`src/rtl/f_fetch_stage.sv`:
```
// Fetch-stage PC register and F->D pipeline register with AdEL detection,
// hazard stall, CP0 redirect and eret delay-slot squash.
module f_fetch_stage #(
    parameter logic [31:0] RESET_PC = 32'h0000_3000,
    parameter logic [31:0] EXC_VEC  = 32'h0000_4180,
    parameter logic [31:0] IM_LO    = 32'h0000_3000,
    parameter logic [31:0] IM_HI    = 32'h0000_6ffc
) (
    input  logic        clk,
    input  logic        reset,
    input  logic [31:0] npc,
    input  logic        stall,
    input  logic        req,
    input  logic        D_eret,
    input  logic        D_is_br,
    input  logic [31:0] F_instr,
    output logic [31:0] F_pc,
    output logic        F_excAdEL,
    output logic [31:0] D_instr,
    output logic [31:0] D_pc,
    output logic        D_bd,
    output logic [4:0]  D_exccode
);

    localparam logic [4:0] ExcNone = 5'd0;
    localparam logic [4:0] ExcAdEL = 5'd4;

    logic [31:0] f_pc_q, f_pc_d;
    logic [31:0] d_instr_q, d_instr_d;
    logic [31:0] d_pc_q, d_pc_d;
    logic        d_bd_q, d_bd_d;
    logic [4:0]  d_exccode_q, d_exccode_d;
    logic        f_adel;

    assign f_adel = (f_pc_q[1:0] != 2'b00) || (f_pc_q < IM_LO) || (f_pc_q > IM_HI);

    always_comb begin
        f_pc_d = npc;
        if (req) begin
            f_pc_d = EXC_VEC;
        end else if (stall) begin
            f_pc_d = f_pc_q;
        end
    end

    always_comb begin
        d_instr_d   = f_adel ? 32'h0 : F_instr;
        d_pc_d      = f_pc_q;
        d_bd_d      = D_is_br;
        d_exccode_d = f_adel ? ExcAdEL : ExcNone;
        if (req) begin
            d_instr_d   = 32'h0;
            d_pc_d      = EXC_VEC;
            d_bd_d      = 1'b0;
            d_exccode_d = ExcNone;
        end else if (stall) begin
            d_instr_d   = d_instr_q;
            d_pc_d      = d_pc_q;
            d_bd_d      = d_bd_q;
            d_exccode_d = d_exccode_q;
        end else if (D_eret) begin
            // eret has no delay slot: drop the instruction fetched behind it
            d_instr_d   = 32'h0;
            d_pc_d      = f_pc_q;
            d_bd_d      = 1'b0;
            d_exccode_d = ExcNone;
        end
    end

    always_ff @(posedge clk or posedge reset) begin
        if (reset) begin
            f_pc_q      <= RESET_PC;
            d_instr_q   <= 32'h0;
            d_pc_q      <= RESET_PC;
            d_bd_q      <= 1'b0;
            d_exccode_q <= ExcNone;
        end else begin
            f_pc_q      <= f_pc_d;
            d_instr_q   <= d_instr_d;
            d_pc_q      <= d_pc_d;
            d_bd_q      <= d_bd_d;
            d_exccode_q <= d_exccode_d;
        end
    end

    assign F_pc      = f_pc_q;
    assign F_excAdEL = f_adel;
    assign D_instr   = d_instr_q;
    assign D_pc      = d_pc_q;
    assign D_bd      = d_bd_q;
    assign D_exccode = d_exccode_q;

endmodule

```
`config.mk`:
```
export PLATFORM = sky130hd
export DESIGN_NAME = f_fetch_stage
export DESIGN_NICKNAME = d
export VERILOG_FILES = /design/src/rtl/f_fetch_stage.sv
export SDC_FILE = /design/constraint.sdc
export NUM_CORES = 1
export LEC_CHECK = 0
export ABC_AREA = 1
export CORE_ASPECT_RATIO = 0.8
export CORE_UTILIZATION = 38
export DETAILED_ROUTE_END_ITERATION = 7
export MAX_ROUTING_LAYER = met4
export PLACE_DENSITY = 0.73
export RECOVER_POWER = 50
export SYNTH_ARGS = -nofsm -noshare
export SYNTH_HDL_FRONTEND = slang
export SYNTH_SLANG_ARGS = --single-unit
```
`constraint.sdc`:
```
create_clock -name clk -period 3.4 [get_ports clk]
set_clock_uncertainty 0.15 [all_clocks]
set_input_delay 0.68 -clock clk [delete_from_list [all_inputs] [get_ports clk]]
set_output_delay 0.68 -clock clk [all_outputs]
set_load 0.05 [all_outputs]
```
Word level (Yosys, flattened, before mapping) --
Index checks and enable logic that the tools add are counted.
Operators by class: equality and inequality tests 1, muxes and demuxes 15, reduce and logical (&&, ||, !) cells 3, magnitude comparators 2
Operators by type and width (number):
- 2-to-1 mux 32 bit | 8
- > comparator 32 x 15 -> 1 bit (second input constant) | 1
- < comparator 32 x 14 -> 1 bit (second input constant) | 1
- 2-to-1 mux 5 bit | 2
- 2-to-1 mux 3 bit | 2
- 2-to-1 mux 1 bit | 3
- logical OR 1 bit | 2
- inequality test 2 x 1 -> 1 bit (second input constant) | 1
- nonzero test 2 bit | 1
Storage, ports and cells: register bits after elaboration 102, output and inout bits 103, input bits 70

Logic depth before layout (Yosys ltp) --
depth after elaboration 7, depth in mapped cells 8

Least setup slack after synthesis --
OpenSTA, ideal clock, no wires.
path kind register to output, start register f_pc_q[14] (netlist: F_pc[14]), end output port F_excAdEL, setup slack 0.980 ns, data arrival time 1.590 ns, required time 2.570 ns, cell stages (with the launch flop) 7, path through dfrtp_1 inv_1 nand2_1 nand3_1 nor2_1 buf_2 inv_1
Between the ends: longest elaborated chain between the ends 3, elaborated cells on any way between the ends 4
RTL lines:
- start: declaration | RTL line 28 | logic [31:0] f_pc_q, f_pc_d;
- start signal: assignment | RTL line 78 | f_pc_q <= f_pc_d;
- < comparator 32 x 14 -> 1 bit | RTL line 35 | assign f_adel = (f_pc_q[1:0] != 2'b00) || (f_pc_q < IM_LO) || (f_pc_q > IM_HI);
- logical OR 1 bit | RTL line 35
- logical OR 1 bit * | RTL line 35
- end: declaration | RTL line 18 | output logic F_excAdEL,
Every way passes the cells marked *; elsewhere a longest branch is shown, timed or not.

Worst setup path after layout --
start register f_pc_q[13] (netlist: F_pc[13]), end output port F_excAdEL
The elaborated chain is that of the path after synthesis.

==> impl_metrics.toml <==
[clock_tree]
postCtsSetupRepairBufs = 0
post_cts_resized = 0
cts_num_sinks = 98
cts_root_buffer = "clkbuf_16"
cts_buffers = 9
cts_tree = "done"
cts_max_level = 3
holdBufCountCts = 0
clk_latency_ps = 340
clk_path_buf_depth = 2
clkTransAtPathRegs_ps = 60

[power_and_ir_drop]
p_sw_frac = 0.2765
pwr-share-comb = 0.166
p_per_area_nw_per_um2 = 432.3
seqPwrFrac = 0.466
clock_power_share = 0.368
p_int_w = 0.001908
vdd_drop_max_uv = 246.8
p_leak_nw = 2.920
total_power_w = 0.002638
p_switching_w = 0.0007292

[place]
place_ws_ps = 556.9
placed_area_um2 = 5826
port_buffers = 168
gp_congestion = 0.7316
hpwl_mm = 7.369

[global_routing]
grt_pass1_vias = 3397
grt_util_all_layers = 0.2075
antenna_found_initial = 0
gr-total-overflow = 0
grt_max_degree = 67
grt_pass1_wl_mm = 16.97

[sta]
fin_ws_ps = 492.0
fin_crit_sh = 0.8553
maxSlewViolCount = 53
timing.final.hold_violations = 0
relSlewSlack = -0.3390
grt_setup_unrepaired = "false"
final.setup.tns_ps = 0
setup_viol = 0
fin_crit_ps = 2908
tightestPinTransition_ps = 2006
clock.fmax_mhz = 343.9

[status]
violations = "capacitance limit, slew limit"
outcome = "complete, but fails checks"

[final_layout]
fin_area_um2 = 6101
drive_gt1_frac = 0.04475
area_delta_synth_final_pct = 51.01
n_antenna_cell = 0
nFillCells = 871
layout.nets = 713
final_core_util = 0.5934

[hold_path]
min_from = "D_instr[5]$_DFFE_PP0P_"
worstHoldPathCells = 2
whs_endpoint = "D_instr[5]$_DFFE_PP0P_"
hold_path.class = "reg2reg"

[synthesis]
syn_avg_cell_area_um2 = 8.399
synth_seq_cells = 98
yosys.area_share.adder = 0
syn_inst = 481
syn_area_um2 = 4040
synth.distinct_cells = 19
synth_simple_gate_area_frac = 0.2069
synthMuxAreaShare = 0
synth_compound_area_frac = 0.08238
yosysSeqAreaShare = 0.6082
synth-xor-area-share = 0
ys_warn_count = 0
synth_top_family_by_area = "simple AND/OR/NAND/NOR gates"

[run]
maxCapViolCount = 1

[detailed_routing]
ant_nets = 0
routed.top_layer = "met4"
firstDrtPassIters = 4
drc_errors = 0
wl_met1_mm = 5.076
viasPerCell = 4.494
wl_met3_um = 501
wl_met2_mm = 4.944
avgRoutedWirePerCell_um = 13.55
routed_wl_mm = 10.68
drt_iter0_markers = 159
via_count = 3541

[floorplan]
start_util = 0.3930
die_h_um = 94.23
rows = 33
ios = 173
dieArea_um2 = 11050
core_um2 = 10280
fp.dieW_um = 117.3

[setup_path]
worst_r2r_endpoint = "D_instr[15]$_DFFE_PP0P_"
rr_startpoint = "F_pc[13]$_DFFE_PP1P_"
crit_path_end_kind = "output pin"
critPathMaxFanout = 4
ff2ff_setup_slack_ps = 1690
worstSetupPathType = "reg2out"
crit_arrival_ps = 2080
reg2regPathDepth = 7
cp.required_ps = 2570
start_kind = "flip-flop"
-- cell usage after synthesis --
cell	count	share of area
dfstp_2	4	0.026
dfrtp_1	94	0.58
o21ai_0	58	0.072
o21bai_1	1	0.0019
or2_1	1	0.0015
nand3_1	2	0.0025
buf_6	3	0.0084
inv_1	69	0.064
nand2_1	164	0.15
inv_2	1	0.00093
o21ai_1	1	0.0012
buf_4	4	0.0074
clkbuf_1	13	0.012
nor2_4	1	0.0028
nor2_1	50	0.046
nor3_1	1	0.0012
conb_1	1	0.00093
a21oi_1	6	0.0074
buf_2	7	0.0087
-- critical path, cell delays in order (launching register included) --
cell and delay (ps):
dfstp_2 560, nand2_1 60, nand2_1 50, nand3_1 150, nor2_2 170, inv_1 60, clkdlybuf4s50_1 700
-- per-stage QoR --
| stage | instances | hold WS (ps) |
|---|---|---|
| floorplan | 484 | 448.3 |
| global placement | 772 | 312.4 |
| detailed placement | 772 | 316.2 |
| CTS | 788 | 334.5 |
| global route | 788 | 353.7 |
| finish | 788 | 331.3 |
-- area by class of cell --
type                            instances  area (um2)  area share
Clock buffer                           12       256.5     0.04204
Clock inverter                          4       33.78    0.005537
Inverter                               70       262.8     0.04307
Multi-Input combinational cell        289        1186      0.1944
Sequential cell                        98        2457      0.4028
Tap cell                              140       175.2     0.02871
Timing Repair Buffer                  175        1729      0.2834
-- power groups by stage --
stage                     combinational (W)  sequential, W  clock [W]
after floorplan                    0.000119        0.00138          0
after global placement             0.000440        0.00125          0
after detailed placement           0.000443        0.00125          0
after CTS                          0.000445        0.00123   0.000998
after global routing               0.000470        0.00123    0.00104
final                              0.000437        0.00123   0.000970
-- per-layer routing --
layer,up-vias,global-route usage
met2,116,0.3216
li1,1754,-
met1,1658,0.2749
met5,-,-
met4,0,0.06646
met3,13,0.03935
-- flip-flops by register name, summed over array words and instances, names as in the netlist --
signal,count
D_bd,1
D_exccode,1
D_instr,32
D_pc,32
F_pc,32
-- logic make-up after synthesis --
family | after synthesis
AND/OR/NAND/NOR | 219
other | 1
flip-flops | 98
AO/OA/AOI/OAI | 66
buffers and inverters | 97
-- cell usage in the layout, fill, tap and decap left out --
| master | instances |
|---|---|
| clkdlybuf4s50_1 | 167 |
| nand2_1 | 164 |
| dfrtp_1 | 94 |
| inv_1 | 69 |
| o21ai_0 | 58 |
| nor2_1 | 49 |
| clkbuf_16 | 9 |
| a21oi_1 | 6 |
| buf_4 | 5 |
| dfstp_2 | 4 |
| conb_1 | 4 |
| nand3_1 | 2 |
| clkbuf_8 | 2 |
| inv_6 | 2 |
| clkbuf_2 | 2 |
| nor2_4 | 1 |
| inv_2 | 1 |
| nor3_1 | 1 |
| nor2_2 | 1 |
| or2_1 | 1 |
| o21ai_1 | 1 |
| o21bai_1 | 1 |
| clkinvlp_4 | 1 |
| clkbuf_1 | 1 |
| clkinv_4 | 1 |
| dlygate4sd3_1 | 1 |
-- worst max path at each step --
stage | start | endpoint | cells after the start
floorplan | reset | D_bd$_DFFE_PP0P_ | 1
CTS | F_pc[13]$_DFFE_PP1P_ | F_excAdEL | 6
finish | F_pc[13]$_DFFE_PP1P_ | F_excAdEL | 6
global placement | req | D_exccode[2]$_DFFE_PP0P_ | 6
detailed placement | req | D_exccode[2]$_DFFE_PP0P_ | 6
global route | reset | D_pc[20]$_DFFE_PP0P_ | 3
Power figures use the tool's default switching activity.
